==> config.mk <==
export PLATFORM = sky130hd
export DESIGN_NAME = fp_result_collector
export DESIGN_NICKNAME = d
export VERILOG_FILES = /design/src/rtl/fp_pkg.sv /design/src/rtl/fp_result_collector_chk.sv /design/src/rtl/fp_sync_fifo.sv /design/src/rtl/fp_result_collector.sv
export SDC_FILE = /design/constraint.sdc
export NUM_CORES = 1
export LEC_CHECK = 0
export ABC_AREA = 1
export BUFFER_PORTS_ARGS = -buffer_cell sky130_fd_sc_hd__buf_2
export CAP_MARGIN = 40
export CORE_ASPECT_RATIO = 1.1
export CORE_UTILIZATION = 54
export DETAILED_ROUTE_END_ITERATION = 7
export GPL_TIMING_DRIVEN = 0
export PLACE_DENSITY = 0.73
export SETUP_SLACK_MARGIN = 0.3
export SYNTH_ARGS = -nofsm -noshare
export SYNTH_HDL_FRONTEND = slang
export SYNTH_SLANG_ARGS = --single-unit
==> constraint.sdc <==
create_clock -name clk -period 2.6 [get_ports clk]
set_input_delay 0.39 -clock clk [delete_from_list [all_inputs] [get_ports clk]]
set_output_delay 0.39 -clock clk [all_outputs]
set_load 0.1 [all_outputs]
==> src/rtl/fp_pkg.sv <==
// Shared FP datapath definitions: IEEE-754 single field widths, special
// encodings and the 2-bit exception class used by the FP flag logic.
package fp_pkg;

  localparam int FP_WIDTH = 32;
  localparam int EXP_W    = 8;
  localparam int MAN_W    = 23;

  localparam logic [EXP_W-1:0]    EXP_ALL_ONES = 8'hFF;
  localparam logic [FP_WIDTH-1:0] FP_QNAN      = 32'h7FC0_0000;

  typedef enum logic [1:0] {
    EXC_NONE = 2'b00,
    EXC_INF  = 2'b01,
    EXC_NAN  = 2'b10,
    EXC_RSVD = 2'b11
  } exc_t;

  // Classify a single-precision value as Inf, NaN or ordinary.
  function automatic exc_t fp_classify(input logic [FP_WIDTH-1:0] v);
    exc_t r;
    if (v[FP_WIDTH-2 -: EXP_W] != EXP_ALL_ONES) begin
      r = EXC_NONE;
    end else if (v[MAN_W-1:0] == {MAN_W{1'b0}}) begin
      r = EXC_INF;
    end else begin
      r = EXC_NAN;
    end
    return r;
  endfunction

endpackage

==> src/rtl/fp_result_collector_chk.sv <==
// Invariant checker for the result collector: the credit scheme must make
// it impossible to push into a full FIFO or to overspend credits.
module fp_result_collector_chk #(
  parameter int DEPTH = 8,
  parameter int CNT_W = $clog2(DEPTH + 1)
) (
  input logic             clk,
  input logic             rst,
  input logic             push,
  input logic [CNT_W-1:0] count,
  input logic [CNT_W-1:0] used
);

  a_no_push_when_full: assert property (
    @(posedge clk) disable iff (!rst) !(push && (count == CNT_W'(DEPTH)))
  );

  a_credit_bound: assert property (
    @(posedge clk) disable iff (!rst) (used <= CNT_W'(DEPTH))
  );

endmodule

==> src/rtl/fp_sync_fifo.sv <==
// Show-ahead synchronous FIFO with occupancy count. Fullness and emptiness
// come from the counter; pointers simply wrap modulo DEPTH (power of two).
// The head output reads as zero while the FIFO is empty.
module fp_sync_fifo #(
  parameter int WIDTH = 32,
  parameter int DEPTH = 8,
  parameter int CNT_W = $clog2(DEPTH + 1)
) (
  input  logic             clk,
  input  logic             rst,
  input  logic             push,
  input  logic [WIDTH-1:0] push_data,
  input  logic             pop,
  output logic [WIDTH-1:0] head_data,
  output logic [CNT_W-1:0] count
);

  localparam int PTR_W = $clog2(DEPTH);

  logic [WIDTH-1:0] mem_r [DEPTH];
  logic [PTR_W-1:0] wr_ptr_r;
  logic [PTR_W-1:0] rd_ptr_r;
  logic [CNT_W-1:0] count_r;
  logic             push_ok_s;
  logic             pop_ok_s;
  logic             empty_s;

  // Qualify push/pop against the current occupancy.
  always_comb begin
    empty_s   = (count_r == {CNT_W{1'b0}});
    push_ok_s = push && (count_r != CNT_W'(DEPTH));
    pop_ok_s  = pop && !empty_s;
  end

  // Storage array; contents need no reset because the head is gated by count.
  always_ff @(posedge clk) begin
    if (push_ok_s) begin
      mem_r[wr_ptr_r] <= push_data;
    end
  end

  // Pointer and occupancy state.
  always_ff @(posedge clk or negedge rst) begin
    if (!rst) begin
      wr_ptr_r <= {PTR_W{1'b0}};
      rd_ptr_r <= {PTR_W{1'b0}};
      count_r  <= {CNT_W{1'b0}};
    end else begin
      if (push_ok_s) begin
        wr_ptr_r <= wr_ptr_r + PTR_W'(1);
      end
      if (pop_ok_s) begin
        rd_ptr_r <= rd_ptr_r + PTR_W'(1);
      end
      case ({push_ok_s, pop_ok_s})
        2'b10:   count_r <= count_r + CNT_W'(1);
        2'b01:   count_r <= count_r - CNT_W'(1);
        default: count_r <= count_r;
      endcase
    end
  end

  // Show-ahead head presentation.
  always_comb begin
    head_data = empty_s ? {WIDTH{1'b0}} : mem_r[rd_ptr_r];
    count     = count_r;
  end

endmodule

==> src/rtl/fp_result_collector.sv <==
// Result collector behind the fixed-latency FP datapath g = (a+b)*c - d.
// A tag line tracks accepted operand sets through the datapath; a set tag
// leaving the line captures dp_g into an output FIFO. Credits (FIFO
// occupancy plus tags in flight) gate in_ready so no result is dropped.
// Optional: define FP_RESULT_EXC_EN to store and present a per-entry
// Inf/NaN class on out_exc.
module fp_result_collector
  import fp_pkg::*;
#(
  parameter int DP_LATENCY = 6,
  parameter int DEPTH      = 8,
  parameter int CNT_W      = $clog2(DEPTH + 1)
) (
  input  logic                clk,
  input  logic                rst,
  input  logic                in_valid,
  output logic                in_ready,
  input  logic [FP_WIDTH-1:0] dp_g,
  output logic                out_valid,
  input  logic                out_ready,
  output logic [FP_WIDTH-1:0] out_data,
  output logic [CNT_W-1:0]    out_count
`ifdef FP_RESULT_EXC_EN
  ,
  output logic [1:0]          out_exc
`endif
);

`ifdef FP_RESULT_EXC_EN
  localparam int ENTRY_W = FP_WIDTH + 2;
`else
  localparam int ENTRY_W = FP_WIDTH;
`endif

  logic [DP_LATENCY-1:0] tag_r;
  logic [DP_LATENCY-1:0] tag_s;
  logic [CNT_W-1:0]      used_r;
  logic [CNT_W-1:0]      used_s;
  logic                  in_ready_r;
  logic                  accept_s;
  logic                  push_s;
  logic                  pop_s;
  logic [ENTRY_W-1:0]    push_entry_s;
  logic [ENTRY_W-1:0]    head_entry_s;
  logic [CNT_W-1:0]      fifo_count_s;

  // Handshake decode, tag line advance and credit update.
  always_comb begin
    accept_s  = in_valid && in_ready_r;
    push_s    = tag_r[DP_LATENCY-1];
    pop_s     = out_valid && out_ready;
    tag_s     = (tag_r << 1) | DP_LATENCY'(accept_s);
    case ({accept_s, pop_s})
      2'b10:   used_s = used_r + CNT_W'(1);
      2'b01:   used_s = used_r - CNT_W'(1);
      default: used_s = used_r;
    endcase
  end

  // Tag line shifts every cycle; credits and in_ready are registered so
  // in_ready never depends combinationally on out_ready.
  always_ff @(posedge clk or negedge rst) begin
    if (!rst) begin
      tag_r      <= {DP_LATENCY{1'b0}};
      used_r     <= {CNT_W{1'b0}};
      in_ready_r <= 1'b1;
    end else begin
      tag_r      <= tag_s;
      used_r     <= used_s;
      in_ready_r <= (used_s < CNT_W'(DEPTH));
    end
  end

  // Build the captured entry (result plus optional class).
  always_comb begin
`ifdef FP_RESULT_EXC_EN
    push_entry_s = {fp_classify(dp_g), dp_g};
`else
    push_entry_s = dp_g;
`endif
  end

  fp_sync_fifo #(
    .WIDTH (ENTRY_W),
    .DEPTH (DEPTH),
    .CNT_W (CNT_W)
  ) u_fifo (
    .clk       (clk),
    .rst       (rst),
    .push      (push_s),
    .push_data (push_entry_s),
    .pop       (pop_s),
    .head_data (head_entry_s),
    .count     (fifo_count_s)
  );

  // Output presentation from registered FIFO state.
  always_comb begin
    in_ready  = in_ready_r;
    out_count = fifo_count_s;
    out_valid = (fifo_count_s != {CNT_W{1'b0}});
    out_data  = head_entry_s[FP_WIDTH-1:0];
`ifdef FP_RESULT_EXC_EN
    out_exc   = head_entry_s[ENTRY_W-1 -: 2];
`endif
  end

  fp_result_collector_chk #(
    .DEPTH (DEPTH),
    .CNT_W (CNT_W)
  ) u_chk (
    .clk   (clk),
    .rst   (rst),
    .push  (push_s),
    .count (fifo_count_s),
    .used  (used_r)
  );

endmodule

**Word-level counts from Yosys, hierarchy flattened**

Memories as Yosys holds them, arrays and structs flattened.
Index checks and enable logic that the tools add are counted.

- Memories: 1
- Input port bits: 36
- Flip-flop bits (word level): 21
- Logic and storage cells: 33
- Output and inout bits: 38
- RAM bits: 256

Memories:

| name | words | bits a word | read ports | clocked after memory_dff | write ports | RTL line | text |
|---|---|---|---|---|---|---|---|
| u_fifo.mem_r | 8 | 32 | 1 | 0 | 1 | fp_sync_fifo.sv:20 | `logic [WIDTH-1:0] mem_r [DEPTH];` |

- $lt $le $gt $ge: 1
- Multiplexer cells: 5
- Bitwise gates (word level): 1
- Equal/unequal tests: 5
- $add $sub $neg: 6
- Reductions and logical operators: 8

Operators by type and width:

| cell | number |
|---|---|
| 32-bit two-way mux | 1 |
| 4-bit case mux with 2 select lines | 2 |
| 4-bit by 1-bit adder with 4-bit output, second input constant | 2 |
| 4-bit by 1-bit subtractor with 4-bit output, second input constant | 2 |
| 3-bit by 1-bit adder with 3-bit output, second input constant | 2 |
| 6-bit by 1-bit OR with 6-bit output | 1 |
| 2-bit by 1-bit equality test with 1-bit output, second input constant | 2 |
| 2-bit equality test, second input constant | 2 |
| 1-bit logical AND | 4 |
| 4-bit logical NOT | 1 |
| 4-bit less-than comparator, second input constant | 1 |
| 4-bit inequality test, second input constant | 1 |
| 4-bit nonzero test | 1 |
| 1-bit two-way mux | 2 |
| 2-bit nonzero test | 1 |
| 1-bit logical NOT | 1 |

**Logic depth before layout (Yosys ltp)**

- Word-level depth: 5
- Mapped depth: 13
- Mapped depth without buffers: 13

**Hierarchy**

A second synthesis with hierarchy kept.

- Cell total of the unflattened synthesis: 890
- Area total of the unflattened synthesis: 11160.7 um^2

Modules (own cells, without submodules):

| module | cells each | area an instance (um^2) | sequential area each (um^2) | instances |
|---|---|---|---|---|
| fp_sync_fifo | 836 | 10652.7 | 7937.6 | 1 |
| fp_result_collector | 54 | 508.0 | 276.5 | 1 |

**Least setup slack after synthesis**

No wires, ideal clock.

- Path kind: register -> output
- Start point: register u_fifo.count_r[1] (netlist: u_fifo.count[1])
- End point: output out_data[13]
- Cell stages (with the launch flop): 6
- Slack: -0.970 ns
- Arrival time: 3.180 ns
- Path through: dfrtp_1 -> nor2_1 -> nand2_1 -> buf_2 -> nand2_1 -> nor2_1

- Cells in the longest elaborated chain, start to end: 2

Ends and longest elaborated chain:

| element | RTL line | text |
|---|---|---|
| from (decl) | fp_sync_fifo.sv:23 | `logic [CNT_W-1:0] count_r;` |
| from (signal assigned) | fp_sync_fifo.sv:47 | `count_r <= {CNT_W{1'b0}};` |
| from (signal assigned) | fp_sync_fifo.sv:56 | `2'b10: count_r <= count_r + CNT_W'(1);` |
| from (signal assigned) | fp_sync_fifo.sv:57 | `2'b01: count_r <= count_r - CNT_W'(1);` |
| 4-bit logical NOT | fp_sync_fifo.sv:30 | `empty_s = (count_r == {CNT_W{1'b0}});` |
| 32-bit two-way mux | fp_sync_fifo.sv:65 | `head_data = empty_s ? {WIDTH{1'b0}} : mem_r[rd_ptr_r];` |
| to (decl) | fp_result_collector.sv:21 | `output logic [FP_WIDTH-1:0] out_data,` |

No other way between the ends.

**Worst setup path in the final report**

- Start point: register u_fifo.rd_ptr_r[0]
- End point: output out_data[25]

- Cells in the longest elaborated chain, start to end: 2

Ends and longest elaborated chain:

| element | RTL line | text |
|---|---|---|
| from (decl) | fp_sync_fifo.sv:22 | `logic [PTR_W-1:0] rd_ptr_r;` |
| from (signal assigned) | fp_sync_fifo.sv:46 | `rd_ptr_r <= {PTR_W{1'b0}};` |
| from (signal assigned) | fp_sync_fifo.sv:53 | `rd_ptr_r <= rd_ptr_r + PTR_W'(1);` |
| memory 8 x 32 bit | n/a |  |
| 32-bit two-way mux | fp_sync_fifo.sv:65 |  |

No other way between the ends.

==> flow_summary.json <==
{
  "report.final.hold_viol_count": 0,
  "routed-wl-met2_um": 13800,
  "die_h_um": 153,
  "fin_nets": 1062,
  "finalSetupViolCount": 0,
  "ys_seq_area_share_pct": 73.8,
  "wl_met3_um": 1750,
  "viasPerCell": 5.84,
  "cts_tree": "yes",
  "cts_inserted_buffers": 27,
  "synth_cells": 884,
  "ys_seq_elements": 277,
  "synth_cell_types": 25,
  "grt.overflow.total": 0,
  "synth.avg_cell_area_sq_um": 12.6,
  "critPathLaunchType": "flop",
  "firstDrtPassIters": 7,
  "ff2ff_path_depth": 14,
  "hold-path-endpoint": "u_fifo.mem_r[7][12]",
  "fmax_mhz": 385,
  "violations": "design-rule violations",
  "diodes": 0,
  "clk_latency_ns": 0.53,
  "highest_layer": "met5",
  "num_rows": 54,
  "placed_cells": 1217,
  "worstPathRequired_ns": 2.21,
  "cts_num_sinks": 277,
  "io_buffers": 73,
  "min_from": "dp_g[12]",
  "grt_pass1_wl_um": 40900,
  "synth_area_leader_cell": "edfxtp_1",
  "slew_violations": 0,
  "die_x_um": 139,
  "cts_root_buf": "clkbuf_16",
  "hold_path_class": "primary input to flop",
  "synthesis.area_sq_um": 11100,
  "track_usage_pct": 25.2,
  "critPathArrivalTime_ns": 2.21,
  "syn-num-nets": 929,
  "holdPathStages": 1,
  "regToRegSetupSlack_ns": 0.38,
  "synth_warnings": 0,
  "cp-end-kind": "primary output",
  "route.detailed.drc": 3,
  "cts_buffer_depth": 3,
  "routedLengthMet1_um": 11000,
  "path_clk_slew_ns": 0.06,
  "num-fill-cells": 1202,
  "slew_headroom_pct": 56.2,
  "r2r_start": "u_fifo.count[1]",
  "antenna_left": 0,
  "ctsHtreeMaxLevel": 1,
  "tightest_slew_ns": 0.656,
  "cp_max_fo": 10,
  "core-area_sq_um": 20000,
  "antenna_found_initial": 1,
  "ios": 74,
  "layoutNonFillerInstCount": 1288,
  "avgRoutedWirePerCell_um": 21.2,
  "post-dp-hpwl_um": 16100,
  "cap_violations": 0,
  "synth.area.top_cells": "edfxtp_1 69%, nor2_1 8.1%, o21ai_0 5.7%",
  "critical_path_class": "flop to primary output",
  "die_area_sq_um": 21200,
  "layout-drive-gt1-share_pct": 27.4,
  "finalCritPeriodShare_pct": 99.9,
  "skew_ns": 0.0118,
  "drtIter0Drc": 802,
  "final_common_cell": "edfxtp_1",
  "grt_pass1_vias": 7343,
  "start_util_pct": 55.7,
  "place_congestion": 0.784,
  "totalWireLength_um": 27200,
  "synth_top_cell_area_share_pct": 69.1,
  "status": "finished with violations",
  "rsz0062_at_grt": "yes",
  "area_growth_pct": 30.7,
  "min_period_ns": 2.60,
  "final_cell_mix": "256 x edfxtp_1, 170 x nor2_1, 98 x o21ai_0",
  "vias": 7521,
  "grt_max_degree": 22
}
-- state kept, by name (all words and copies together) (netlist names), named ones only --
signal,count
used_r,3
tag_r,6
in_ready,1
u_fifo.count,4
u_fifo.wr_ptr_r,3
u_fifo.mem_r,256
u_fifo.rd_ptr_r,3
-- cells by family after synthesis --
logic type,after synthesis,synth area share [%]
AOI/OAI and AO/OA,200,10.1
xor gates and xnor gates,9,0.708
adders and majority gates,9,1.01
buffers and inverters,69,3.44
DFF,277,73.8
and+or+nand+nor,320,10.9
-- worst max-delay path, cell delays in order (launching register included) --
cell and delay [ns]:
dfrtp_2 0.46, inv_4 0.11, buf_8 0.13, buf_4 0.19, nor2_1 0.07, o211ai_1 0.23, nand2_1 0.14, nor2_4 0.16
buf_12 0.18
-- Yosys cell counts --
master / instances
o22ai_1: 32
nand2_1: 69
o211ai_1: 32
ha_1: 9
clkbuf_2: 4
a21oi_1: 3
xor2_1: 4
inv_2: 1
dfstp_2: 1
dfrtp_1: 20
nor2_1: 239
nand3_1: 10
o21bai_1: 1
o21ai_0: 127
xnor2_1: 5
or2_2: 1
buf_4: 3
clkbuf_1: 17
or2_1: 1
buf_1: 1
edfxtp_1: 256
inv_1: 17
o21ai_1: 5
buf_6: 12
buf_2: 14
-- layout make-up --
cell class                      count  area [sq um]  share of cell area (%)
Sequential cell                   277          8230                    56.6
Multi-Input combinational cell    538          3050                    20.9
Timing Repair Buffer              104          1400                    9.62
Tap cell                          252           315                    2.17
Clock inverter                     19           243                    1.67
Inverter                           18          72.6                   0.499
Buffer                             51           559                    3.84
Clock buffer                       29           683                    4.69
-- stage by stage --
step           cell area (sq um)  setup WS (ns)  utilization (%)  setup TNS, ns  hold WS (ns)
2_1_floorplan              11400          0.303                -              0        0.0944
3_3_place_gp               12100         -0.289             60.5         -24.18         0.334
3_5_place_dp               12300         0.0173             61.6              0         0.335
4_1_cts                    14000         0.0994             70.1              0         0.114
5_1_grt                    14600        -0.0514             72.8         -0.158         0.122
6_report                   14600        0.00229             72.8              0         0.132
-- worst max-delay path by stage --
stage               depth (start not counted)                   to                from  slack [ns]
floorplan                                   4   u_fifo.mem_r[5][0]     u_fifo.count[2]        0.30
global placement                            3  u_fifo.mem_r[3][11]     u_fifo.count[3]       -0.29
detailed placement                          7         out_data[15]  u_fifo.rd_ptr_r[1]        0.02
CTS                                         9          out_data[4]  u_fifo.rd_ptr_r[0]         0.1
global route                                8         out_data[25]  u_fifo.rd_ptr_r[0]       -0.05
finish                                      8         out_data[25]  u_fifo.rd_ptr_r[0]       0.002
-- routing by layer --
metal,global-route usage [%],vias to the layer above
li1,-,3439
met1,33.2,3693
met2,43.3,330
met3,3.61,57
met4,7.94,2
met5,0,-
-- repair_timing --
item	4_1_cts	5_1_grt
endpoints found under the setup margin	63	69
endpoints found under the hold margin	20	0
hold buffers	1	0
buffers inserted	10	6
pin swaps	8	39
gates cloned	0	6
resized for setup	192	125
Power is left out: the tool's default activity adds up to more than one toggle a clock period on the data nets, which glitch-free logic cannot reach.
